$ cat src/rtl/om_range_ctrl.sv
// Range-tracking controller: arbitrates range registrations against address checks
// and drives the write, lookup and clear ports of an external range buffer.
module om_range_ctrl #(
  parameter int unsigned SIZE         = 8,
  parameter int unsigned STARVE_LIMIT = 4
) (
  input  logic                  clk_i,
  input  logic                  rst_ni,
  input  logic                  flush_i,
  input  logic                  alloc_valid_i,
  output logic                  alloc_ready_o,
  input  logic [31:0]           alloc_first_i,
  input  logic [31:0]           alloc_last_i,
  output logic                  alloc_err_o,
  input  logic                  check_valid_i,
  output logic                  check_ready_o,
  input  logic [31:0]           check_addr_i,
  output logic                  resp_valid_o,
  input  logic                  resp_ready_i,
  output logic                  resp_hit_o,
  output logic                  buf_en_write_o,
  output logic [31:0]           buf_first_o,
  output logic [31:0]           buf_last_o,
  output logic                  buf_find_o,
  output logic [31:0]           buf_find_addr_o,
  input  logic                  buf_hit_i,
  output logic                  buf_clr_o,
  output logic [$clog2(SIZE):0] count_o,
  output logic                  full_o,
  output logic                  overwrite_o,
  output logic [1:0]            state_o
);

  localparam int unsigned CW = $clog2(SIZE) + 1;
  localparam int unsigned SW = (STARVE_LIMIT < 1) ? 1 : $clog2(STARVE_LIMIT + 1);
  localparam logic [CW-1:0] FULL_CNT = SIZE[CW-1:0];
  localparam logic [SW-1:0] STARVE_MAX = STARVE_LIMIT[SW-1:0];

  typedef enum logic [1:0] {
    IDLE  = 2'd0,
    WRITE = 2'd1,
    CHECK = 2'd2,
    RESP  = 2'd3
  } state_e;

  state_e          state_q, state_d;
  logic [31:0]     first_q, first_d;
  logic [31:0]     last_q, last_d;
  logic [31:0]     addr_q, addr_d;
  logic [CW-1:0]   count_q, count_d;
  logic [SW-1:0]   starve_q, starve_d;
  logic            hit_q, hit_d;
  logic            grant_check;
  logic            grant_alloc;

  // Handshakes: a transfer happens on a rising edge where valid and ready are both high;
  // readies are only offered in IDLE, and valid may depend on nothing from this block.
  assign grant_check = check_valid_i && !((starve_q == STARVE_MAX) && alloc_valid_i);
  assign grant_alloc = alloc_valid_i && !grant_check;

  always_comb begin
    state_d        = state_q;
    first_d        = first_q;
    last_d         = last_q;
    addr_d         = addr_q;
    count_d        = count_q;
    starve_d       = starve_q;
    hit_d          = hit_q;
    alloc_ready_o  = 1'b0;
    check_ready_o  = 1'b0;
    buf_en_write_o = 1'b0;
    buf_find_o     = 1'b0;
    alloc_err_o    = 1'b0;
    overwrite_o    = 1'b0;
    buf_clr_o      = flush_i;

    if (flush_i) begin
      state_d  = IDLE;
      count_d  = '0;
      starve_d = '0;
    end else begin
      unique case (state_q)
        IDLE: begin
          check_ready_o = grant_check;
          alloc_ready_o = grant_alloc;
          if (!alloc_valid_i) starve_d = '0;
          if (grant_check) begin
            addr_d  = check_addr_i;
            state_d = CHECK;
            if (alloc_valid_i && (starve_q != STARVE_MAX)) starve_d = starve_q + 1'b1;
          end else if (grant_alloc) begin
            first_d  = alloc_first_i;
            last_d   = alloc_last_i;
            starve_d = '0;
            state_d  = WRITE;
          end
        end
        WRITE: begin
          // When full the buffer replaces its oldest entry; the count stays at SIZE.
          if (first_q <= last_q) begin
            buf_en_write_o = 1'b1;
            overwrite_o    = full_o;
            if (!full_o) count_d = count_q + 1'b1;
          end else begin
            alloc_err_o = 1'b1;
          end
          state_d = IDLE;
        end
        CHECK: begin
          buf_find_o = 1'b1;
          hit_d      = buf_hit_i;
          state_d    = RESP;
        end
        RESP: begin
          if (resp_ready_i) state_d = IDLE;
        end
        default: state_d = IDLE;
      endcase
    end
  end

  always_ff @(posedge clk_i or negedge rst_ni) begin
    if (!rst_ni) begin
      state_q  <= IDLE;
      first_q  <= '0;
      last_q   <= '0;
      addr_q   <= '0;
      count_q  <= '0;
      starve_q <= '0;
      hit_q    <= 1'b0;
    end else begin
      state_q  <= state_d;
      first_q  <= first_d;
      last_q   <= last_d;
      addr_q   <= addr_d;
      count_q  <= count_d;
      starve_q <= starve_d;
      hit_q    <= hit_d;
    end
  end

  assign resp_valid_o    = (state_q == RESP);
  assign resp_hit_o      = hit_q;
  assign buf_first_o     = first_q;
  assign buf_last_o      = last_q;
  assign buf_find_addr_o = addr_q;
  assign count_o         = count_q;
  assign full_o          = (count_q == FULL_CNT);
  assign state_o         = state_q;

endmodule

$ cat config.mk
export PLATFORM = sky130hd
export DESIGN_NAME = om_range_ctrl
export DESIGN_NICKNAME = d
export VERILOG_FILES = /design/src/rtl/om_range_ctrl.sv
export SDC_FILE = /design/constraint.sdc
export NUM_CORES = 1
export LEC_CHECK = 0
export ABC_AREA = 1
export CAP_MARGIN = 5
export CORE_UTILIZATION = 45
export DETAILED_ROUTE_END_ITERATION = 6
export PLACE_DENSITY_LB_ADDON = 0.3
export SETUP_SLACK_MARGIN = 0.4
export SLEW_MARGIN = 20
export SYNTH_ARGS = -nofsm -noshare
export SYNTH_HDL_FRONTEND = slang
export SYNTH_SLANG_ARGS = --single-unit
$ cat constraint.sdc
create_clock -name clk_i -period 4.7 [get_ports clk_i]
set_input_delay 0.705 -clock clk_i [delete_from_list [all_inputs] [get_ports clk_i]]
set_output_delay 0.705 -clock clk_i [all_outputs]
set_load 0.05 [all_outputs]
# Word level (Yosys, flattened, before mapping)

Index checks and enable logic that the tools add are counted.

Register bits after elaboration: 106
Input port bits: 103
Output and inout bits: 112
Logic and storage cells: 66

$add $sub $neg: 2
$lt $le $gt $ge: 1
Eq/ne operators: 9
Multiplexer cells: 30
Bitwise logic cells: 2
Reductions and logical operators: 15

Operator list:

| cell                                                  | count |
|---|---|
| less-or-equal comparator 32 bit                       | 1 |
| 2-to-1 mux 3 bit                                      | 6 |
| 2-to-1 mux 4 bit                                      | 4 |
| 2-to-1 mux 1 bit                                      | 15 |
| 2-to-1 mux 2 bit                                      | 4 |
| case mux 2 bit (4 select lines)                       | 1 |
| AND reduction 3 bit                                   | 2 |
| nonzero test 2 bit                                    | 3 |
| adder 4 x 1 -> 4 bit, second input constant           | 1 |
| equality test 2 bit, second input constant            | 2 |
| equality test 4 bit, second input constant            | 1 |
| logical AND 1 bit                                     | 4 |
| inequality test 4 bit, second input constant          | 1 |
| AND reduction 2 bit                                   | 2 |
| AND reduction 4 bit                                   | 1 |
| adder 3 x 1 -> 3 bit, second input constant           | 1 |
| equality test 3 bit, second input constant            | 1 |
| inequality test 3 x 2 -> 1 bit, second input constant | 1 |
| inequality test 3 bit, second input constant          | 1 |
| equality test 2 x 1 -> 1 bit, second input constant   | 1 |
| zero test 1 bit                                       | 2 |
| zero test 2 bit                                       | 1 |
| inequality test 2 bit, second input constant          | 1 |
| NOT 1 bit                                             | 2 |

# Logic depth before layout (Yosys ltp)

Gate-level depths: netlist of the first run.

Depth after elaboration: 10
Depth in mapped cells: 18
Depth with buffers taken out: 18

# Worst setup path after synthesis of the first run

Ideal clock, no wire load.

Path type: register -> output
From: reg last_q[31], in the netlist buf_last_o[31]
To: out overwrite_o
Data arrival time: 2.875 ns
Required time: 3.995 ns
Path slack: 1.120 ns
Cell stages (with the launch flop): 11
Path through: dfrtp_1 inv_1 ha_1 nand2_1 nor2_1 nand2_1 nor4_1 nand3b_1 nand2_1 nand3_1 nor3_1

Cells in the longest elaborated chain, start to end: 4

Ends and longest elaborated chain:

| item                            | line | text |
|---|---|---|
| from (decl)                     | 48   | `logic [31:0] last_q, last_d;` |
| from (signal assigned)          | 134  | `last_q <= last_d;` |
| less-or-equal comparator 32 bit | 100  | `if (first_q <= last_q) begin` |
| 2-to-1 mux 1 bit                | 100  |  |
| 2-to-1 mux 1 bit                | 82   | `unique case (state_q)` |
| 2-to-1 mux 1 bit                | 77   | `if (flush_i) begin` |
| to (decl)                       | 30   | `output logic overwrite_o,` |

Every way passes these cells.

# Final worst setup path of the first run

From: reg first_q[31], in the netlist buf_first_o[31]
To: out overwrite_o

Cells in the longest elaborated chain, start to end: 4

Ends and longest elaborated chain:

| item                            | line | text |
|---|---|---|
| from (decl)                     | 47   | `logic [31:0] first_q, first_d;` |
| from (signal assigned)          | 133  | `first_q <= first_d;` |
| less-or-equal comparator 32 bit | 100  |  |
| 2-to-1 mux 1 bit                | 100  |  |
| 2-to-1 mux 1 bit                | 82   |  |
| 2-to-1 mux 1 bit                | 77   |  |

Every way passes these cells.

==> results.md, run 1 <==
* Vias at 4088
* Largest net degree at the start of global routing at 97
* CP cell instances: ha_1, nand2_1, nor2_1, nand2_1, nor4_1, nand3b_1, nand2_1, nand3_1, nor3_1, clkdlybuf4s50_1
* Final-report max-slew violation count at 0
* CTS Buf Count at 9
* Wire per inst at 15.3 µm
* Worst slew pin tran at 0.957 ns
* Crit path top cell by count: nand2_1
* RSZ-0062 raised after global routing: false
* Max-cap violations at 0
* Die area at 0.0115 mm²
* Hold Crit Class: in2async
* Multi-input logic area at 0.00205 mm²
* Max-slew headroom at between 30% and 40%
* Finished Layout Cells at roughly 820
* Root Driver: clkbuf_8
* Vias/cell at between 4 and 5
* Wire length of the first global-routing pass at 20300 µm
* Hold buffers post-CTS at 0
* Chip Height at 107 µm
* Cell Pwr Density at 613 mW/mm²
* Syn Nets at 601
* Skew final at 0.0110 ns
* Maximum fanout along the worst path at 3
* Yosys reg bits at 106
* ANT cells at 0
* Post-DRT Antenna Nets at 0
* Post-synth top area cell: dfrtp_1
* Synth area leaders: dfrtp_1 53%, mux2_2 13%, ha_1 9.0%
* # DRC at 0
* GRT Total Usage at 22.7%
* Status: finished clean
* Worst-Skew Late Latency at around 0.37 ns
* Crit path buffers/inverters at 1
* Global-route met3 utilization at 8.29%
* Final Wtd Congestion at 0.798
* Dpl cells at 804
* Final Critical Period at slightly below 4 ns
* Critical path required time at 3.99 ns
* Startpoint class of the critical path: flip-flop
* Filler cell count at 830
* Post-CTS Setup Bufs at 0
* Period utilisation layout at 82.7%
* Synth top area share at 53.2%
* GR peak layer: met2
* HPWL after detailed placement at 9560 µm
* # resized after CTS at 0
* Top Ports at 215
* Bufs on Longest Clock Path at 2
* P_leak at 3.30 nW
* Met1 Usage GRT at 27.6%
* Setup ws final at approximately 0.81 ns
* # rows at 38
* Register area at around 0.0027 mm²
* Crit path max-delay family: simple AND/OR/NAND/NOR gates
* Final setup viols at 0
* Worst vdd ir at 0.330 mV
* Post-Place Worst Slack at 1.13 ns
* Ratio of cells with drive above 1 in the final layout at 11.8%
* Yosys cell types at 29
* Drt total wl at between 10000 and 15000 µm
* Max Clock Freq at 257 MHz
* Data arrival, critical path at approximately 3.2 ns
* Critical path type: reg2out
* Final hold vios at 0
* H-tree depth at 3
* Core Footprint at 0.0108 mm²
* Clock transition at path regs at 0.10 ns
* Sequential share of the synthesized area at 53.2%
* Setup TNS at 0 ns
* Max stage delay cell, worst path: clkdlybuf4s50_1
* Vias in the first global route at approximately 4200
* GRT overflow at 0
* Fin nets at 814
* Average size of a mapped cell at 10.8 µm²
* Post-Syn Area at 0.00499 mm²
* Port-buffer cells at 214
* Crit. End Element: primary output
* Starting density of the core at 46.0%
* Yosys Warn Count at 0
* Max incr delay on CP at between 0.8 and 0.9 ns
* Clock tree from TritonCTS: done
* Mapped Cells at 462
* DRT iter0 DRCs at about 140
* Initial antenna violation count at 0
* Area delta synth->final at 48.3%
* CTS Sinks at about 110
* M2 GR Usage at around 38%
* Die width at 107 µm
* Final cell utilization of the core at between 60% and 70%
* Drt pass-1 iters at 5
==> path summary, 6_finish.rpt <==
check	startpoint	to	slack (ns)	depth (start not counted)
setup / recovery	buf_first_o[31]$_DFFE_PN0P_	overwrite_o	0.81	10
hold / removal	rst_ni	buf_first_o[2]$_DFFE_PN0P_	0.38	1
setup reg to reg	starve_q[0]$_DFFE_PN0P_	buf_first_o[7]$_DFFE_PN0P_	2.31	6
hold reg to reg	resp_hit_o$_DFFE_PN0P_	resp_hit_o$_DFFE_PN0P_	0.49	2
max in group asynchronous	rst_ni	state_o[1]$_DFFE_PN0P_	3.18	2
min in group clk_i	resp_hit_o$_DFFE_PN0P_	resp_hit_o$_DFFE_PN0P_	0.49	2
==> synth_stat cells <==
master	instances
nor3_1	3
buf_2	4
xnor2_1	2
buf_4	7
o22ai_1	1
a21oi_1	14
buf_6	1
mux2_2	57
nand4_1	6
a21boi_0	1
nor2_1	17
nor2_2	1
o21ai_1	5
ha_1	36
nand3b_1	1
o21a_1	2
clkbuf_1	3
mux2_1	7
nand3_1	10
xor2_1	1
nand2_1	89
inv_1	50
dfrtp_1	106
o31ai_1	1
nor4_1	1
nor2_4	1
o21ai_0	33
nor3b_4	1
a21o_1	1
==> flip-flops by register name, indices dropped and copies added, names as in the netlist <==
signal,count
buf_find_addr_o,32
resp_hit_o,1
buf_first_o,32
state_o,2
starve_q,3
count_o,4
buf_last_o,32
==> layout make-up <==
| class | count | area share [%] |
|---|---|---|
| Clock buffer | 10 | 1.86 |
| Clock inverter | 5 | 0.423 |
| Inverter | 50 | 2.54 |
| Multi-Input combinational cell | 291 | 27.7 |
| Sequential cell | 106 | 35.9 |
| Tap cell | 140 | 2.37 |
| Timing Repair Buffer | 217 | 29.2 |
==> report_power, final <==
group	total [W]	switching, W	internal, W
combinational	0.00262	0.00168	0.000945
sequential	0.00140	0.000195	0.00121
clock	0.000511	0.000309	0.000203
total	0.00454	0.00218	0.00236
==> worst reg2reg max path, cell delays in order, from the launching register on <==
cell,delay (ns)
dfrtp_1,0.39
inv_1,0.10
ha_1,0.19
a21boi_0,0.16
nor3b_4,0.21
buf_4,0.74
mux2_2,0.49
==> metrics by stage <==
stage	total power (W)	hold slack (ns)	cell area, µm²
5_1_grt	0.00481	0.432	7400
3_5_place_dp	0.00405	0.470	7230
6_report	0.00454	0.382	7400
2_1_floorplan	0.00312	0.409	4990
3_3_place_gp	0.00399	0.467	7230
4_1_cts	0.00457	0.399	7400
==> logic make-up (layout without fill, tap and decap cells) <==
family | Yosys count | count (layout) | share of synthesized area (%)
compound gates | 58 | 58 | 6.10
xor+xnor | 3 | 3 | 0.527
fa+ha+maj | 36 | 36 | 9.03
buf+inv | 65 | 282 | 5.67
flops | 106 | 106 | 53.2
mux | 64 | 64 | 14.5
simple gates | 130 | 130 | 11.0
==> layer usage <==
layer	up-vias	share of wire, %
met5	-	0
met4	0	1.5
met3	14	9.7
met2	154	48
met1	1967	41
li1	1953	-
==> cell usage in the layout (no fill, tap or decap), types with 2 or more instances in the layout <==
cell type	netlist	routed
ha_1	36	36
buf_4	7	5
nand4_1	6	6
dfrtp_1	106	106
xnor2_1	2	2
o21ai_1	5	5
o21ai_0	33	33
nor2_1	17	17
a21oi_1	14	14
clkbuf_8	0	10
clkinv_2	0	3
nand3_1	10	10
o21a_1	2	2
mux2_1	7	7
nor3_1	3	3
clkdlybuf4s50_1	0	212
mux2_2	57	57
nand2_1	89	89
inv_1	50	50
Note: power is estimated with default switching activity, not from simulation.
==> run 2, diff against run 1 <==
--- a/config.mk
+++ b/config.mk
@@ -7,7 +7,7 @@
 export LEC_CHECK = 0
 export ABC_AREA = 1
 export CAP_MARGIN = 5
-export CORE_UTILIZATION = 45
+export CORE_UTILIZATION = 43
 export DETAILED_ROUTE_END_ITERATION = 6
 export PLACE_DENSITY_LB_ADDON = 0.3
 export SETUP_SLACK_MARGIN = 0.4
==> constraint.sdc (replaced) <==
create_clock -name clk_i -period 4.1 [get_ports clk_i]
set_input_delay 0.615 -clock clk_i [delete_from_list [all_inputs] [get_ports clk_i]]
set_output_delay 0.615 -clock clk_i [all_outputs]
set_load 0.05 [all_outputs]
==> run 2 against run 1 <==
Net effect:
- sequential power is 15% higher
- global-route usage decreased by 0.86 points
- sequential share of layout area fell by 0.84 points
- core utilization up 0.13 points
- via count is 1.4% lower
- clock skew decreased by 0.0017 ns
- sequential cell count is the same
- clock power rose by 71%
- total power is 21% higher
- critical endpoint unchanged
- highest routed layer unchanged
==> results.md, run 2 (synthesis gave the netlist of run 1 again) <==
* Root Driver: clkbuf_16
* RSZ-0062 raised after global routing: false
* Area delta synth->final at 51.8%
* Logic pwr share at 54.8% (-3.0 points)
* Cell Pwr Density at 724 mW/mm² (+18%)
* Switching share of power at 46.2% (-1.9 points)
* Hold slack at 0.283 ns (-0.0988 ns)
* Reg2Reg Setup Slack at 1.97 ns (-0.34 ns)
* Setup ws final at 0.563 ns (-0.250 ns)
* CTS Sinks at 106 (unchanged)
* GRT Total Usage at 21.8% (-0.86 points)
* Psw at 0.00253 W (+16%)
* Sequential power share at 29.3% (-1.6 points)
* Clock transition at path regs at 0.08 ns (-0.02 ns)
* Most frequent cells in the layout: 208 x clkdlybuf4s50_1, 106 x dfrtp_1, 89 x nand2_1
* Fin nets at 816 (+0.25%)
* Final Critical Period at 3.54 ns
* Starting density of the core at 45.0% (-0.99 points)
* Critical path required time at 3.48 ns (-0.51 ns)
* Maximum fanout along the worst path at 3 (unchanged)
* Period utilisation layout at 86.3%
* Placed Area at 0.00728 mm² (+0.69%)
* Wire length of the first global-routing pass at 19700 µm (-3.1%)
* # rows at 38 (unchanged)
* Skew final at 0.00933 ns (-0.00169 ns)
* CTS Buf Count at 9 (unchanged)
* # DRC at 0 (unchanged)
* H-tree depth at 3 (unchanged)
* Max-cap violations at 0 (unchanged)
* Clock tree from TritonCTS: done
* Status: finished clean
* Worst R2R Path Depth at 11 (+5)
* Setup TNS at 0 ns (unchanged)
* Vias in the first global route at 4121 (-2.0%)
* Data arrival, critical path at 2.92 ns (-0.26 ns)
* Top Ports at 215 (unchanged)
* Bufs on Longest Clock Path at 2 (unchanged)
* Post-Place Worst Slack at 0.533 ns (-0.593 ns)
* Port-buffer cells at 214 (unchanged)
* Final setup viols at 0 (unchanged)
* Worst slew pin tran at 0.727 ns (-0.230 ns)
* Critical path type: reg2out
* DRT iter0 DRCs at 181 (+28%)
* Hold buffers post-CTS at 0 (unchanged)
* HPWL after detailed placement at 9800 µm (+2.5%)
* Startpoint class of the critical path: flip-flop
* GRT overflow at 0 (unchanged)
* Worst vdd ir at 0.470 mV (+42%)
* Drt pass-1 iters at 4 (-1)
* Final-report max-slew violation count at 0 (unchanged)
* Post-CTS Setup Bufs at 0 (unchanged)
* Final hold vios at 0 (unchanged)
* Die area at 0.0120 mm² (+4.6%)
* Crit. Startpoint: buf_first_o[31]$_DFFE_PN0P_
* FF-to-FF End: count_o[0]$_DFFE_PN0P_
* Reg2reg start: buf_first_o[31]$_DFFE_PN0P_
* Post-DRT Antenna Nets at 0 (unchanged)
* Crit. End Element: primary output
* Vias/cell at 4.91 (-1.7%)
* Core Footprint at 0.0111 mm² (+2.2%)
* Chip Height at 110 µm (+2.3%)
* Ratio of cells with drive above 1 in the final layout at 12.2% (+0.39 points)
* Initial antenna violation count at 0 (unchanged)
* Max Clock Freq at 283 MHz
* Leading cell type in the layout, fill and taps excluded: clkdlybuf4s50_1
* Drt total wl at 12700 µm (+1.4%)
* Wire per inst at 15.4 µm (+1.0%)
* Fin area at 0.00757 mm² (+2.4%)
* ANT cells at 0 (unchanged)
* Vias at 4032 (-1.4%)
* Max-slew headroom at 51.5% (+15 points)
* Hold Crit Class: in2async
* P_leak at 3.38 nW (+2.7%)
* Int Pwr at 0.00295 W (+25%)
* Worst-Skew Late Latency at 0.35 ns (-0.02 ns)
* Largest net degree at the start of global routing at 79 (-19%)
* Clock power share at 15.9% (+4.6 points)
* Die width at 110 µm (+2.3%)
* Final Wtd Congestion at 0.817 (+2.4%)
-- run 2: what timing repair did --
action | 4_1_cts | 5_1_grt
pin swaps | 0 | 0
resized for setup | 3 | 1
setup endpoints to repair | 3 | 1
-- run 2: worst max path at each step --
stage | endpoint | cells after the start
finish | overwrite_o | 10
global route | overwrite_o | 11
CTS | overwrite_o | 10
detailed placement | overwrite_o | 10
global placement | overwrite_o | 10
floorplan | overwrite_o | 10
-- run 2: worst max-delay path: stages (launching register included) --
cell and delay [ns]:
dfrtp_1 0.40, ha_1 0.30, nand2_1 0.06, nor2_1 0.13
nand2_1 0.09, nor4_1 0.37, nand3b_1 0.21, nand2_1 0.17
nand3_1 0.12, nor3_1 0.18, clkdlybuf4s15_1 0.55
-- run 2: cell type report --
| type | count | area (µm²) |
|---|---|---|
| clock buffers | 10 | 229 |
| clock inverters | 6 | 65.1 |
| fillers | 858 | 3510 |
| inverters | 50 | 188 |
| multi-input cells | 291 | 2050 |
| flip-flops and latches | 106 | 2650 |
| well taps | 140 | 175 |
| repair buffers | 219 | 2210 |
-- run 2: power by group through the flow --
stage          logic, W  clock network [W]  registers [W]
4_1_cts         0.00304           0.000893        0.00161
2_1_floorplan  0.000759                  0        0.00281
5_1_grt         0.00322           0.000935        0.00166
3_3_place_gp    0.00298                  0        0.00160
6_report        0.00301           0.000872        0.00161
3_5_place_dp    0.00303                  0        0.00163
-- run 2: through the flow --
stage	utilization [%]	cells	total power, W
floorplan	-	462	0.00357
global placement	65.7	806	0.00459
detailed placement	65.7	806	0.00466
CTS	68.3	822	0.00554
global route	68.4	822	0.00581
finish	68.4	822	0.00549
-- run 2: layer usage --
metal / up-vias / GRT usage, % / part of all wire [%]
li1: 1963 / - / -
met1: 1903 / 24.2 / 40
met2: 155 / 37.9 / 49
met3: 11 / 8.30 / 10
met4: 0 / 8.19 / 1.4
met5: - / 0 / 0
==> run 3, diff against run 2 <==
--- a/config.mk
+++ b/config.mk
@@ -10,7 +10,8 @@
 export CORE_UTILIZATION = 43
 export DETAILED_ROUTE_END_ITERATION = 6
 export PLACE_DENSITY_LB_ADDON = 0.3
-export SETUP_SLACK_MARGIN = 0.4
+export SETUP_SLACK_MARGIN = 0.15
+export SKIP_CTS_REPAIR_TIMING = 1
 export SLEW_MARGIN = 20
 export SYNTH_ARGS = -nofsm -noshare
 export SYNTH_HDL_FRONTEND = slang
==> run 3 against run 2 <==
Net effect:
- die area did not move
- highest routed layer unchanged
- clock skew barely moved
- via count rose by 0.25%
- largest cell class unchanged
- count of clock-buffer cells in the layout stayed put
- total power hardly changed
- clock power hardly changed
- sequential cell count unchanged
- sequential power about the same
- cell count did not move
- global-route usage unchanged
==> results.md, run 3 (synthesis gave the netlist of run 1 again) <==
* Crit path buffers/inverters at 1 (unchanged)
* Wire length of the first global-routing pass at 19700 µm (unchanged)
* Fin nets at 816 (unchanged)
* Leading cell type in the layout, fill and taps excluded: clkdlybuf4s50_1
* Startpoint class of the critical path: flip-flop
* Root Driver: clkbuf_16
* Die area at 0.0120 mm² (unchanged)
* Clock power share at 15.9% (about the same)
* Crit. End Element: primary output
* GRT Total Usage at 21.8% (unchanged)
* Logic pwr share at 54.8% (about the same)
* Worst R2R Path Depth at 11 (unchanged)
* Post-DRT Antenna Nets at 0 (unchanged)
* Final Critical Period at 3.72 ns (+0.186 ns)
* Vias at 4042 (+0.25%)
* Critical path required time at 3.48 ns (about the same)
* Cell depth of the worst setup path at 10 (unchanged)
* RSZ-0062 raised after global routing: false
* Ratio of cells with drive above 1 in the final layout at 12.2% (unchanged)
* Vias/cell at 4.92 (+0.25%)
* Int Pwr at 0.00295 W (about the same)
* Bufs on Longest Clock Path at 2 (unchanged)
* Worst slew pin tran at 0.727 ns (+0.0000898 ns)
* FF-to-FF End: count_o[0]$_DFFE_PN0P_
* Setup TNS at 0 ns (unchanged)
* GRT overflow at 0 (unchanged)
* Most frequent cells in the layout: 210 x clkdlybuf4s50_1, 106 x dfrtp_1, 89 x nand2_1
* Final Wtd Congestion at 0.817 (unchanged)
* Clock transition at path regs at 0.08 ns (about the same)
* Area delta synth->final at 51.9% (about the same)
* Psw at 0.00254 W (about the same)
* Hold Crit Class: in2async
* Final cell utilization of the core at 68.4% (about the same)
* Top Ports at 215 (unchanged)
* Reg2Reg Setup Slack at 1.97 ns (about the same)
* # rows at 38 (unchanged)
* ANT cells at 0 (unchanged)
* HPWL after detailed placement at 9800 µm (unchanged)
* Final-report max-slew violation count at 0 (unchanged)
* Maximum fanout along the worst path at 3 (unchanged)
* Chip Height at 110 µm (unchanged)
* Drt pass-1 iters at 4 (unchanged)
* CTS Buf Count at 9 (unchanged)
* Vias in the first global route at 4121 (unchanged)
* Max-slew headroom at 51.5% (about the same)
* CTS Sinks at 106 (unchanged)
* Max Clock Freq at 269 MHz (-5.0%)
* P_leak at 3.39 nW (+0.25%)
* Starting density of the core at 45.0% (unchanged)
* Data arrival, critical path at 3.11 ns (+0.19 ns)
* CP cell instances: ha_1, nand2_1, nor2_1, nand2_1, nor4_1, nand2_1, nand2_1, nand2_1, nor3_1, clkdlybuf4s50_1
* Period utilisation layout at 90.8% (+4.5 points)
* Reg2reg start: buf_first_o[31]$_DFFE_PN0P_
* Worst-Skew Late Latency at 0.35 ns (about the same)
* Core Footprint at 0.0111 mm² (unchanged)
* Max stage delay cell, worst path: clkdlybuf4s50_1
* Cell Pwr Density at 724 mW/mm² (about the same)
* Final setup viols at 0 (unchanged)
* DRT iter0 DRCs at 184 (+1.7%)
* Max incr delay on CP at 0.86 ns (+0.31 ns)
* Initial antenna violation count at 0 (unchanged)
* # DRC at 0 (unchanged)
* Final hold vios at 0 (unchanged)
* Crit path max-delay family: simple AND/OR/NAND/NOR gates
* Crit path top cell by count: nand2_1
* Critical path type: reg2out
* Port-buffer cells at 214 (unchanged)
* Max-cap violations at 0 (unchanged)
* H-tree depth at 3 (unchanged)
* Die width at 110 µm (unchanged)
* Worst vdd ir at 0.470 mV (about the same)
* Drt total wl at 12700 µm (+0.28%)
* Sequential power share at 29.3% (about the same)
* Skew final at 0.00933 ns (+0.000000340 ns)
* Status: finished clean
* Wire per inst at 15.5 µm (+0.28%)
* Switching share of power at 46.2% (about the same)
* Largest net degree at the start of global routing at 79 (unchanged)
* Clock tree from TritonCTS: done
-- run 3: cell count changes in the layout (fill, tap and decap cells not counted), sizes merged --
cell and delta:
clkdlybuf4s50 +2, dlygate4sd2 -2, clkdlybuf4s15 -1, dlymetal6s2s +1
-- run 3: stage by stage --
step | power [W] | hold WS, ns | instances | instance area (µm²) | setup slack (ns)
after floorplan | 0.00357 | 0.319 | 462 | 4990 | 0.610
after global placement | 0.00459 | 0.466 | 806 | 7280 | 0.657
after detailed placement | 0.00466 | 0.473 | 806 | 7280 | 0.533
after CTS | 0.00554 | 0.460 | 822 | 7570 | 0.157
after global routing | 0.00581 | 0.347 | 822 | 7580 | 0.168
final | 0.00549 | 0.283 | 822 | 7580 | 0.377
-- run 3: how the worst max path moves through the flow --
stage	endpoint	startpoint	slack [ns]
after floorplan	overwrite_o	buf_last_o[31]$_DFFE_PN0P_	0.61
after global routing	alloc_err_o	buf_last_o[31]$_DFFE_PN0P_	0.17
after CTS	overwrite_o	buf_first_o[31]$_DFFE_PN0P_	0.16
after detailed placement	overwrite_o	buf_first_o[31]$_DFFE_PN0P_	0.53
after global placement	overwrite_o	buf_first_o[31]$_DFFE_PN0P_	0.66
final	alloc_err_o	buf_first_o[31]$_DFFE_PN0P_	0.38
-- run 3: final cells by class --
class	instances	area (µm²)
multi-input cells	291	2050
fillers	857	3500
well taps	140	175
clock buffers	10	229
flip-flops and latches	106	2650
repair buffers	219	2220
clock inverters	6	65.1
inverters	50	188
-- run 3: routing by layer --
layer / global-route usage [%] / part of all wire [%] / vias up
li1: - / - / 1964
met1: 24.2 / 40 / 1909
met2: 37.9 / 49 / 158
met3: 8.30 / 10 / 11
met4: 8.19 / 1.4 / 0
met5: 0 / 0 / -
-- run 3: power groups by stage --
stage                     clock [W]  combinational [W]  sequential, W
after floorplan                   0           0.000759        0.00281
after global placement            0            0.00298        0.00160
after detailed placement          0            0.00303        0.00163
after CTS                  0.000893            0.00304        0.00161
after global routing       0.000935            0.00322        0.00166
final                      0.000872            0.00301        0.00161
